<file path="src/rtl/systolic_result_drain.sv">
// ---------------------------------------------------------------------------
// systolic_result_drain
//   Walks the systolic array's result mux over every (row, col) index and
//   streams the selected words out one element per val/rdy transaction.
//   A one-entry output register reloads on fire, so a consumer that holds
//   send_rdy high sees one element per cycle.
//
// Build option:
//   SYSTOLIC_DRAIN_CMO_EN  defined   -> column-major walk (row index first)
//                          undefined -> row-major walk (column index first)
//
// Ports:
//   clk        in   clock, rising edge
//   rst        in   asynchronous active-low reset
//   start_val  in   request to drain the current result matrix
//   start_rdy  out  high only while idle
//   out_rsel   out  row select to the array result mux
//   out_csel   out  column select to the array result mux
//   b_s_in     in   selected array result (combinational from the selects)
//   send_msg   out  serialized result element
//   send_val   out  send_msg valid
//   send_rdy   in   consumer ready
//   busy       out  high while fetching or draining
//   done       out  one-cycle pulse after the last element transfers
// ---------------------------------------------------------------------------
module systolic_result_drain #(
   parameter int unsigned size  = 4,
   parameter int unsigned nbits = 16
) (
   input  logic                     clk,
   input  logic                     rst,
   input  logic                     start_val,
   output logic                     start_rdy,
   output logic [$clog2(size)-1:0]  out_rsel,
   output logic [$clog2(size)-1:0]  out_csel,
   input  logic [nbits-1:0]         b_s_in,
   output logic [nbits-1:0]         send_msg,
   output logic                     send_val,
   input  logic                     send_rdy,
   output logic                     busy,
   output logic                     done
);

   localparam int unsigned sel_w = $clog2(size);
   localparam logic [sel_w-1:0] idx_max = sel_w'(size - 1);

   typedef enum logic [1:0] {
      IDLE  = 2'd0,
      FETCH = 2'd1,
      DRAIN = 2'd2
   } state_t;

   state_t           state;
   logic [sel_w-1:0] row;
   logic [sel_w-1:0] col;

   logic             fire_c;
   logic             load_c;
   logic             last_idx_c;
   logic [sel_w-1:0] row_nxt_c;
   logic [sel_w-1:0] col_nxt_c;

   // The index registers drive the array selects directly.
   assign out_rsel = row;
   assign out_csel = col;

   // Transfer / capture qualifiers and the next index in walk order.
   always_comb begin
      fire_c     = send_val & send_rdy;
      load_c     = (state == FETCH) & (~send_val | fire_c);
      last_idx_c = (row == idx_max) & (col == idx_max);
`ifdef SYSTOLIC_DRAIN_CMO_EN
      row_nxt_c  = (row == idx_max) ? '0 : row + sel_w'(1);
      col_nxt_c  = col;
      if (row == idx_max) begin
         col_nxt_c = (col == idx_max) ? '0 : col + sel_w'(1);
      end
`else
      col_nxt_c  = (col == idx_max) ? '0 : col + sel_w'(1);
      row_nxt_c  = row;
      if (col == idx_max) begin
         row_nxt_c = (row == idx_max) ? '0 : row + sel_w'(1);
      end
`endif
   end

   // Controller: state, index walk, output register and status flags.
   always_ff @(posedge clk or negedge rst) begin
      if (!rst) begin
         state     <= IDLE;
         row       <= '0;
         col       <= '0;
         send_msg  <= '0;
         send_val  <= 1'b0;
         start_rdy <= 1'b1;
         busy      <= 1'b0;
         done      <= 1'b0;
      end else begin
         done <= 1'b0;
         case (state)
            IDLE: begin
               if (start_val) begin
                  state     <= FETCH;
                  row       <= '0;
                  col       <= '0;
                  start_rdy <= 1'b0;
                  busy      <= 1'b1;
               end
            end
            FETCH: begin
               if (load_c) begin
                  send_msg <= b_s_in;
                  send_val <= 1'b1;
                  row      <= row_nxt_c;
                  col      <= col_nxt_c;
                  if (last_idx_c) begin
                     state <= DRAIN;
                  end
               end
            end
            DRAIN: begin
               // Last element leaves: report completion and reopen for starts.
               if (fire_c) begin
                  send_val  <= 1'b0;
                  done      <= 1'b1;
                  busy      <= 1'b0;
                  start_rdy <= 1'b1;
                  state     <= IDLE;
               end
            end
            default: begin
               state <= IDLE;
            end
         endcase
      end
   end

endmodule
</file>
<file path="config.mk">
export PLATFORM = sky130hd
export DESIGN_NAME = systolic_result_drain
export DESIGN_NICKNAME = d
export VERILOG_FILES = /design/src/rtl/systolic_result_drain.sv
export SDC_FILE = /design/constraint.sdc
export NUM_CORES = 1
export LEC_CHECK = 0
export CORE_MARGIN = 5
export CORE_UTILIZATION = 42
export DETAILED_ROUTE_END_ITERATION = 6
export GPL_TIMING_DRIVEN = 0
export PLACE_DENSITY = 0.78
export SYNTH_ARGS = -nofsm -noshare
export SYNTH_HDL_FRONTEND = slang
export SYNTH_SLANG_ARGS = --single-unit
</file>
<file path="constraint.sdc">
create_clock -name clk -period 1.75 [get_ports clk]
set_clock_uncertainty 0.05 [all_clocks]
set_input_delay 0.2625 -clock clk [delete_from_list [all_inputs] [get_ports clk]]
set_output_delay 0.2625 -clock clk [all_outputs]
set_load 0.03 [all_outputs]
</file>
# Word-level counts from Yosys, hierarchy flattened
# Index checks and enable logic that the tools add are counted.
# totals
output_inout_bits,24
register_bits,26
# op_classes
bitwise,5
reduce_logical,10
addsub,2
muxes,23
eq_ne,9
# op_table
operator,count
2-to-1 mux 2 bit,10
AND reduction 3 bit,3
"inequality test 2 bit, second input constant",4
one-hot mux 2 bit (2 select lines),2
AND reduction 4 bit,2
2-to-1 mux 1 bit,7
"== test 2 bit, second input constant",3
one-hot mux 1 bit (2 select lines),3
one-hot mux 2 bit (3 select lines),1
nonzero test 2 bit,3
"adder 2 x 1 -> 2 bit, second input constant",2
bitwise AND 1 bit,3
"== test 2 x 1 -> 1 bit, second input constant",1
logical NOT 2 bit,1
"inequality test 2 x 1 -> 1 bit, second input constant",1
AND reduction 2 bit,1
NOT 1 bit,1
bitwise OR 1 bit,1

# Depth between registers and ports, before layout
# Gate-level depths: netlist of run 1.
# logic_depth
word_depth,5
ltp_mapped,5
ltp_nobuf,4

# Worst setup path after synthesis of run 1
# No wires, ideal clock.
# synth_timing
kind,flip-flop to flip-flop
from,register send_val
to,register col[1] (netlist: out_csel[1])
arrival_ns,1.423
required_ns,1.572
path_buffers,1
slack_ns,0.150
stages_incl_launch_ff,5
cell_sequence,dfrtp_1 and2b_4 nor2_8 buf_4 mux2_1
# synth_between
elab_chain_cells,5
# synth_rtl
element,line,rtl
"start, declared",38,"output logic send_val,"
"start signal, assigned",94,send_val <= 1'b0;
"start signal, assigned",113,send_val <= 1'b1;
"start signal, assigned",124,send_val <= 1'b0;
bitwise AND 1 bit / NOT 1 bit (equally long branches),"69, 70",
bitwise OR 1 bit (*),70,load_c = (state == FETCH) & (~send_val | fire_c);
bitwise AND 1 bit (*),70,
inequality test 2 bit (no source line) (*),n/a,
AND reduction 3 bit (no source line) (*),n/a,
"end signal, assigned",115,col <= col_nxt_c;
"end, declared",55,logic [sel_w-1:0] col;
# Mark *: on every way between the ends. The rest lies on a longest branch, timed or not.
# A chain may end at the register's enable or synchronous reset.

# Worst setup path after layout of run 1
# layout_timing
from,register col[1] (netlist: out_csel[1])
to,output port out_csel[1]
# layout_lines
element,line,rtl
"end, declared",35,"output logic [$clog2(size)-1:0] out_csel,"
# No word-level cell between the ends.

==> results of run 1 <==
[stage by stage]
stage	total power (W)	std cells	setup slack (ns)
finish	0.00220	155	0.0597
global route	0.00233	155	0.00505
CTS	0.00223	155	0.0223
detailed placement	0.00184	151	-0.213
global placement	0.00182	151	-0.180
floorplan	0.00142	78	0.150
[layout make-up]
| type | count | area, µm² | share of cell area, % |
|---|---|---|---|
| tap | 30 | 37.5 | 2.32 |
| inverter | 5 | 18.8 | 1.16 |
| clock buffer | 3 | 22.5 | 1.39 |
| timing repair buffer | 43 | 438 | 27.0 |
| sequential | 26 | 652 | 40.2 |
| buffer | 2 | 12.5 | 0.772 |
| clock inverter | 1 | 30.0 | 1.85 |
| multi-input combinational | 45 | 409 | 25.3 |
[registers in the layout, indices dropped and copies added, names as in the netlist]
signal	flops
busy	1
done	1
out_csel	2
out_rsel	2
send_msg	16
send_val	1
start_rdy	1
state	2
[worst paths after layout]
| check | end | slack [ns] | depth (start not counted) |
|---|---|---|---|
| min reg2reg | busy | 0.45 | 1 |
| max | out_csel[1] | 0.06 | 1 |
| min | busy | 0.45 | 1 |
| min in group asynchronous | send_msg[8] | 0.46 | 1 |
| max in group asynchronous | send_msg[5] | 0.52 | 1 |
| max reg2reg | send_msg[10] | 0.11 | 5 |
[cells by family after synthesis]
family | count (synthesis)
and+or+nand+nor | 14
buffers and inverters | 7
muxes | 17
DFF | 26
AOI/OAI and AO/OA | 12
adders and majority gates | 2
[cells in the final DEF, fill, tap and decap left out, types with 3 or more instances in the layout]
master            n
dlymetal6s2s_1    5
clkbuf_4          3
mux2_1           17
dlygate4sd2_1     4
nand2_1           3
dfrtp_1          25
clkdlybuf4s50_1  34
inv_1             5
[power groups by stage]
stage                     sequential, W  clock (W)  combinational, W
after floorplan                 0.00114          0          0.000278
after detailed placement       0.000871          0          0.000971
final                          0.000856   0.000404          0.000936
after global routing           0.000881   0.000439           0.00101
after global placement         0.000861          0          0.000954
after CTS                      0.000858   0.000415          0.000955
[per-layer routing]
| metal | part of all wire (%) | vias to the layer above | track usage, % |
|---|---|---|---|
| li1 | - | 372 | - |
| met1 | 42 | 389 | 15.6 |
| met2 | 49 | 32 | 24.1 |
| met3 | 8.5 | 2 | 4.04 |
| met4 | 0.63 | 0 | 3.72 |
| met5 | 0 | - | 0 |
==> run metrics, run 1 <==
DRT antenna net count 0; DRC violations left 0; drt total wl 2220 µm; Seq/Total Area, Yosys 59.7%; multiplexer share of the synthesized area 17.5%; Final setup viols 0; Port Buffers 43; final count of hold timing violations 0; Hold Path Class flip-flop to flip-flop; initial core utilization around 44%; root buf cell clkbuf_4; Synth area leader dfrtp_1; Critical Path RT 1.44 ns; Finished Cell Area around 1600 µm²; clock slew at reported path FFs roughly 0.13 ns; number of global-route vias before repair 859; slowest cell delay on critical path 0.68 ns; top-count cell post-synth dfrtp_1; Worst Setup SP out_csel[1]; FMAX about 590 MHz; wire per inst between 10 and 15 µm; slowest CP cell clkdlybuf4s50_1; final hold slack 0.449 ns; ys flop type dfrtp_1; Synth Area per Inst 14.0 µm²; grt ovf 0; yosys warns 0; core area 2480 µm²; layout cell share with drive strength beyond 1 8.00%; largest family of logic cells by synthesized area multiplexers; die width about 61 µm; fill cell count approximately 200; Worst setup EP type output pin; 1st-iter DRT viols 16; Worst Path Buf+Inv 1; RSZ-0062 raised after global routing no; status finished, final reports clean; Int Pwr about 0.0014 W; Crit path arrival time about 1.4 ns; FP Rows 18; top cells by area, synth dfrtp_1 57%, mux2_1 18%, dfstp_2 2.4%, ha_1 2.3%, nor2_8 1.8%; DR pass1 iterations 4; VDD IR max 1.00 mV; final worst path period share between 90% and 100%; via total after detailed routing slightly below 800; Synth Area in XOR/XNOR 0%; TritonCTS clock tree built; max-cap viol count 0; Sink Count 26; top cell type's share of synthesized area between 50% and 60%; GP Congestion roughly 0.71; reg2reg start state[1]; routed vias/inst roughly 5; asr flop ratio synth between 90% and 100%; largest net degree at the start of global routing 27; Slew Limit Fails 0; Final Net Count about 150; Compound-Gate Fraction of Synth Area 8.13%; Commonest cells post-synth 25 x dfrtp_1, 17 x mux2_1, 5 x inv_1; critical-path cell list clkdlybuf4s50_1; final core occ between 60% and 70%; Psw slightly below 0.0008 W; gr usage total between 10% and 20%; startpoint types flip-flop; antenna violations before repair 0; Area growth, synth to finish 48.3%; clk_lat worst skew around 0.32 ns; Worst Tran Pin Value between 1 and 1.5 ns; post-CTS setup buffer count 0; IO Count 44; hold_sp busy; pwr/cell area ~1400 nW/µm²; Pleak ~0.73 nW; critical path class flip-flop to output pin; global-route wire length before repair roughly 3700 µm; Cell Area, Placed between 1500 and 2000 µm²; Post-synth EDFFs 0; diodes inserted 0; fin crit period about 1.7 ns; HPWL Detailed approximately 1700 µm; post-cts sizing count 4; Syn Nets 100; cell area after synthesis about 1100 µm²; #FFs+latches synth 26; hold_buf cts 0; crit path max fanout 3; Fin Setup TNS 0 ns; die height roughly 60 µm; post-synthesis cell count 78; Longest Clk Path Bufs 2; Worst slew margin a little over a quarter; sw frac a little over a third; H-Tree Depth 1; CP top delay family buffers and inverters; synthesized-area fraction occupied by and/or/nand/nor cells a little under a tenth; CTS Buf Count 3; Comb power frac between 40% and 50%; Clk network pwr share 18.4%; Adder-Cell Fraction of Synth Area under 10%; Seq pwr share 39.0%; die area roughly 3700 µm²; Yosys cell types 27
Note: power is estimated with default switching activity, not from simulation.
==> run 2: changes to the inputs <==
Settings changed: CTS_CLUSTER_SIZE set to 12.
==> results of run 2 <==
Same layout as run 1: the final DEF is identical, and so are final timing and power.
